File: config.mk
export PLATFORM = sky130hd
export DESIGN_NAME = id_ex_hazard_ctrl
export DESIGN_NICKNAME = d
export VERILOG_FILES = /design/src/rtl/id_ex_hazard_ctrl_pkg.sv /design/src/rtl/id_ex_hazard_ctrl_hazard_detect.sv /design/src/rtl/id_ex_hazard_ctrl.sv
export SDC_FILE = /design/constraint.sdc
export NUM_CORES = 1
export LEC_CHECK = 0
export CAP_MARGIN = 5
export CORE_AREA = 4 4 41 43
export CTS_CLUSTER_DIAMETER = 30
export DETAILED_ROUTE_END_ITERATION = 6
export DIE_AREA = 0 0 45 47
export PLACE_DENSITY = 0.74
export REMOVE_ABC_BUFFERS = 1
export SYNTH_ARGS = -nofsm -noshare
export SYNTH_HDL_FRONTEND = slang
export SYNTH_HIERARCHICAL = 1
export SYNTH_SLANG_ARGS = --single-unit
File: constraint.sdc
create_clock -name clk -period 4.15 [get_ports clk]
set_input_delay 0.6225 -clock clk [delete_from_list [all_inputs] [get_ports clk]]
set_output_delay 0.6225 -clock clk [all_outputs]
set_load 0.05 [all_outputs]
File: src/rtl/id_ex_hazard_ctrl_pkg.sv
// Shared types and constants for the ID/EX hazard and stall controller.
package id_ex_hazard_ctrl_pkg;

    // RUN: normal issue; MD_BUSY: a mul/div is occupying EX
    typedef enum logic {
        RUN     = 1'b0,
        MD_BUSY = 1'b1
    } state_t;

    localparam int REG_W_DEF = 5;

    // Register 0 is hardwired to zero, so a load targeting it never creates a hazard
    localparam logic [REG_W_DEF-1:0] ZERO_REG = '0;

endpackage

File: src/rtl/id_ex_hazard_ctrl_hazard_detect.sv
// Load-use hazard compare between the load in EX and the sources of the instruction in ID.
module hazard_detect
    import id_ex_hazard_ctrl_pkg::*;
#(
    parameter int REG_W = REG_W_DEF
) (
    input  logic [REG_W-1:0] id_rs,
    input  logic [REG_W-1:0] id_rt,
    input  logic             id_uses_rt,
    input  logic             ex_mem_to_reg,
    input  logic [REG_W-1:0] ex_rt,
    output logic             load_use
);

    logic ex_rt_live;

    // rt only matters when the ID instruction actually reads it
    always_comb begin
        ex_rt_live = (ex_rt != REG_W'(ZERO_REG));
        load_use   = ex_mem_to_reg & ex_rt_live &
                     ((ex_rt == id_rs) | (id_uses_rt & (ex_rt == id_rt)));
    end

endmodule

File: src/rtl/id_ex_hazard_ctrl.sv
// ID/EX hazard and stall controller: sequences PC, IF/ID, ID/EX and EX/MEM strobes.
// Priority each cycle: mem_stall > branch_taken > mul/div > load_use > normal.
// Optional stall_cycles counter enabled by defining HAZARD_STALL_COUNT_EN.
module id_ex_hazard_ctrl
    import id_ex_hazard_ctrl_pkg::*;
#(
    parameter int MULDIV_CYCLES = 4,
    parameter int REG_W         = REG_W_DEF
`ifdef HAZARD_STALL_COUNT_EN
    ,
    parameter int CNT_W         = 16
`endif
) (
    input  logic             clk,
    input  logic             rst,
    input  logic [REG_W-1:0] id_rs,
    input  logic [REG_W-1:0] id_rt,
    input  logic             id_uses_rt,
    input  logic             ex_mem_to_reg,
    input  logic [REG_W-1:0] ex_rt,
    input  logic             ex_muldiv,
    input  logic             branch_taken,
    input  logic             mem_stall,
    output logic             pc_write,
    output logic             if_id_write,
    output logic             if_id_flush,
    output logic             id_ex_bubble,
    output logic             id_ex_hold,
    output logic             ex_mem_bubble,
`ifdef HAZARD_STALL_COUNT_EN
    output logic [CNT_W-1:0] stall_cycles,
`endif
    output logic             busy
);

    // Counter only needs to hold MULDIV_CYCLES-2
    localparam int CW = (MULDIV_CYCLES > 2) ? $clog2(MULDIV_CYCLES) : 1;

    state_t          state, state_nx;
    logic [CW-1:0]   cnt, cnt_nx;
    logic            md_done, md_done_nx;
    logic            load_use;

    hazard_detect #(.REG_W(REG_W)) u_hazard_detect (
        .id_rs         (id_rs),
        .id_rt         (id_rt),
        .id_uses_rt    (id_uses_rt),
        .ex_mem_to_reg (ex_mem_to_reg),
        .ex_rt         (ex_rt),
        .load_use      (load_use)
    );

    // State register; reset aborts any mul/div in flight
    always_ff @(posedge clk or negedge rst) begin
        if (!rst) begin
            state   <= RUN;
            cnt     <= '0;
            md_done <= 1'b0;
        end else begin
            state   <= state_nx;
            cnt     <= cnt_nx;
            md_done <= md_done_nx;
        end
    end

    // Next state and strobes; md_done marks the cycle the held mul/div is released
    always_comb begin
        state_nx      = state;
        cnt_nx        = cnt;
        md_done_nx    = md_done;
        pc_write      = 1'b0;
        if_id_write   = 1'b0;
        if_id_flush   = 1'b0;
        id_ex_bubble  = 1'b0;
        id_ex_hold    = 1'b0;
        ex_mem_bubble = 1'b0;
        if (!rst) begin
            state_nx   = RUN;
            cnt_nx     = '0;
            md_done_nx = 1'b0;
        end else if (mem_stall) begin
            id_ex_hold = 1'b1;
        end else if (branch_taken) begin
            pc_write      = 1'b1;
            if_id_flush   = 1'b1;
            id_ex_bubble  = 1'b1;
            ex_mem_bubble = 1'b1;
            state_nx      = RUN;
            md_done_nx    = 1'b0;
        end else if (state == MD_BUSY) begin
            id_ex_hold    = 1'b1;
            ex_mem_bubble = 1'b1;
            if (cnt == '0) begin
                state_nx   = RUN;
                md_done_nx = 1'b1;
            end else begin
                cnt_nx = cnt - CW'(1);
            end
        end else if (!md_done && ex_muldiv) begin
            id_ex_hold    = 1'b1;
            ex_mem_bubble = 1'b1;
            state_nx      = MD_BUSY;
            cnt_nx        = CW'(MULDIV_CYCLES - 2);
        end else begin
            md_done_nx = 1'b0;
            if (load_use) begin
                id_ex_bubble = 1'b1;
            end else begin
                pc_write    = 1'b1;
                if_id_write = 1'b1;
            end
        end
    end

    assign busy = rst & (state == MD_BUSY);

`ifdef HAZARD_STALL_COUNT_EN
    // Count frozen-PC cycles, saturating at all-ones
    always_ff @(posedge clk or negedge rst) begin
        if (!rst) begin
            stall_cycles <= '0;
        end else if (!pc_write && (stall_cycles != '1)) begin
            stall_cycles <= stall_cycles + CNT_W'(1);
        end
    end
`endif

endmodule

==> out/metrics.cfg, run 1 <==
[worst_setup_path]
critical_path.cell_chain = clkdlybuf4s50_1 > xor2_1 > nor4_2 > nand3_1 > a21oi_1 > or3b_1 > a21oi_1 > clkdlybuf4s50_1
crit_family = buffers and inverters
critical_path_arrival_ns = 3.29
cp_max_fo = 3
path_buf_inv = 2
slowest_delay_ns = 0.82
reg2reg_slack_ns = 2.91
cp_slowest_cell = clkdlybuf4s50_1
endpoint_kind = output pin
critPathKind = input pin to output pin
startpoint_type = input pin
critical_path_required_ns = 3.53

[clock_tree]
cts_tree = done
htree_levels = 1
clk_pin_slew_ns = 0.04
post_cts_buffers = 0
numCtsBuffers = 3
clk_path_buf_depth = 2
holdBufCountCts = 0
clock-root-buffer = clkbuf_4
clock_latency_ns = 0.23
cts.sinks = 4
cts_resized = 0

[sta]
finalHoldViolCount = 0
layout_min_cycle_time_ns = 3.92
worst_slack_ns = 0.233
setup_tns_ns = 0
slew_violations = 0
finalSetupViolations = 0
fin_crit_sh_pct = 94.4
finClkSkew_ns = 0.00431
rsz0062_at_grt = no
worst_pin_slew_ns = 0.513
max_freq_mhz = 255
relSlewSlack_pct = 65.7

[synth]
yosysTopAreaCell = dfrtp_1
synth_area_leaders = dfrtp_1 (22%), xor2_1 (13%), xnor2_1 (5.7%)
synth-seq-cells = 4
syn_area_per_cell_um2 = 7.92
synth_edf_count = 0
synthFlopType = dfrtp_1
synth_cell_type_count = 27
ys_seq_area_share_pct = 21.8
synthCells = 58
synthArstFlopShare_pct = 100
synthMostInstantiatedCell = xor2_1
yosys_warnings = 6
synthTopCellsByCount = xor2_1 (7), a21oi_1 (5), inv_1 (5)
synth.cell_area_um2 = 459
synth_top_area_share_pct = 21.8

[global_route]
grt_max_degree = 12
gr-total-overflow = 0
grt_pass1_vias = 483
grt_pass1_wl_um = 2170
track_usage_pct = 14.3
antenna_found_initial = 0

[routing]
post_drt_wl_per_cell_um = 12.6
drt_iter0_drc = 13
via_count = 503
dr.pass1.iters = 4
via_per_inst = 4.88
ant_nets = 0
drcViolationCount = 0
drt-total-wl_um = 1300

[flow_run]
drv_cap = 0

[pwr]
p_leak_nw = 0.306
ir_drop_mv = 0.139
power_density_nw_per_um2 = 199

[finish]
fill_cells = 132
multi_input_area_um2 = 329
fin_nets = 113
insertedDiodeCount = 0
drive_above_1_share_pct = 6.82
areaGrowthSynthToFinish_pct = 67.6
ff_latch_area_um2 = 100

[die]
die_area_um2 = 2120
die_y_um = 47
ios = 29
die_x_um = 45
coreArea_um2 = 1300
start_util_pct = 35.3
num_rows = 13

[placed_design]
gp_congestion = 0.770
post-place-ws_ns = 0.239
io_buffers = 28
dp_hpwl_um = 1110

[status]
outcome = finished, final reports clean

[worst_hold_path]
hold_class = flop to flop

[cells in the final DEF, fill, tap and decap left out]
cell,instances
a21boi_0,2
inv_1,5
clkbuf_4,3
and2_2,1
o21ai_0,4
nor2_1,4
a21oi_1,5
a211oi_1,1
nor2b_1,1
xnor2_1,3
nor2b_4,1
a32o_1,1
ha_1,1
nor3_1,3
a21o_1,1
nor3b_1,2
o21ai_1,1
and3_1,1
clkdlybuf4s50_1,28
or3b_1,1
xor2_1,7
dfrtp_1,4
nand2_1,1
or3_1,1
nand3_1,3
nor4_2,1
or4_1,1
nor4_1,1
[flip-flops by register name (all words and copies together) (netlist names)]
signal / count
state: 1
cnt: 2
md_done: 1
[path summary, 6_finish.rpt]
path / startpoint / end / cells after the start
max: ex_rt[3] / id_ex_bubble / 8
min: cnt[0] / cnt[0] / 1
max reg2reg: cnt[0] / cnt[1] / 5
min reg2reg: cnt[0] / cnt[0] / 1
max in group asynchronous: rst / md_done / 1
min in group asynchronous: rst / cnt[0] / 1
[cells by family (layout without fill, tap and decap cells)]
group | Yosys count | count (layout) | synth area share, %
XOR/XNOR | 10 | 10 | 19.1
adder cells (fa/ha/maj) | 1 | 1 | 2.72
AND/OR/NAND/NOR | 22 | 22 | 30.2
AO/OA/AOI/OAI | 15 | 15 | 19.6
buffers and inverters | 6 | 36 | 6.54
flip-flops | 4 | 4 | 21.8
[layout make-up]
type | count | area share [%]
well taps | 15 | 2.44
clock buffers | 3 | 2.93
inverters | 5 | 2.44
multi-input cells | 48 | 42.8
flip-flops and latches | 4 | 13.0
repair buffers | 28 | 36.4
[per-layer routing]
layer / global-route usage, % / part of all wire, %
met1: 19.5 / 47
met2: 22.6 / 50
met3: 2.30 / 3.5
met4: 5.26 / 0
met5: 0 / 0
[per-stage QoR]
stage / area (µm²) / util, % / instances / power, mW / hold WS (ns)
after floorplan: 448 / - / 57 / 0.0739 / 0.327
after global placement: 747 / 57.4 / 100 / 0.108 / 0.566
after detailed placement: 747 / 57.4 / 100 / 0.108 / 0.573
after CTS: 769 / 59.1 / 103 / 0.156 / 0.584
after global routing: 769 / 59.1 / 103 / 0.164 / 0.616
final: 769 / 59.1 / 103 / 0.153 / 0.586
[power breakdown]
group	internal, mW	total (mW)	switching (mW)
clock network	0.0321	0.0451	0.0130
logic	0.0339	0.0656	0.0317
registers	0.0405	0.0423	0.00177
Note: power is estimated with default switching activity, not from simulation.
==> inputs of run 2 (changes only) <==
--- a/config.mk
+++ b/config.mk
@@ -12,6 +12,7 @@
 export DIE_AREA = 0 0 45 47
 export PLACE_DENSITY = 0.74
 export REMOVE_ABC_BUFFERS = 1
+export SKIP_LAST_GASP = 1
 export SYNTH_ARGS = -nofsm -noshare
 export SYNTH_HDL_FRONTEND = slang
 export SYNTH_HIERARCHICAL = 1
==> results of run 2 <==
The final DEF is identical to that of run 1; final timing and power are the same.
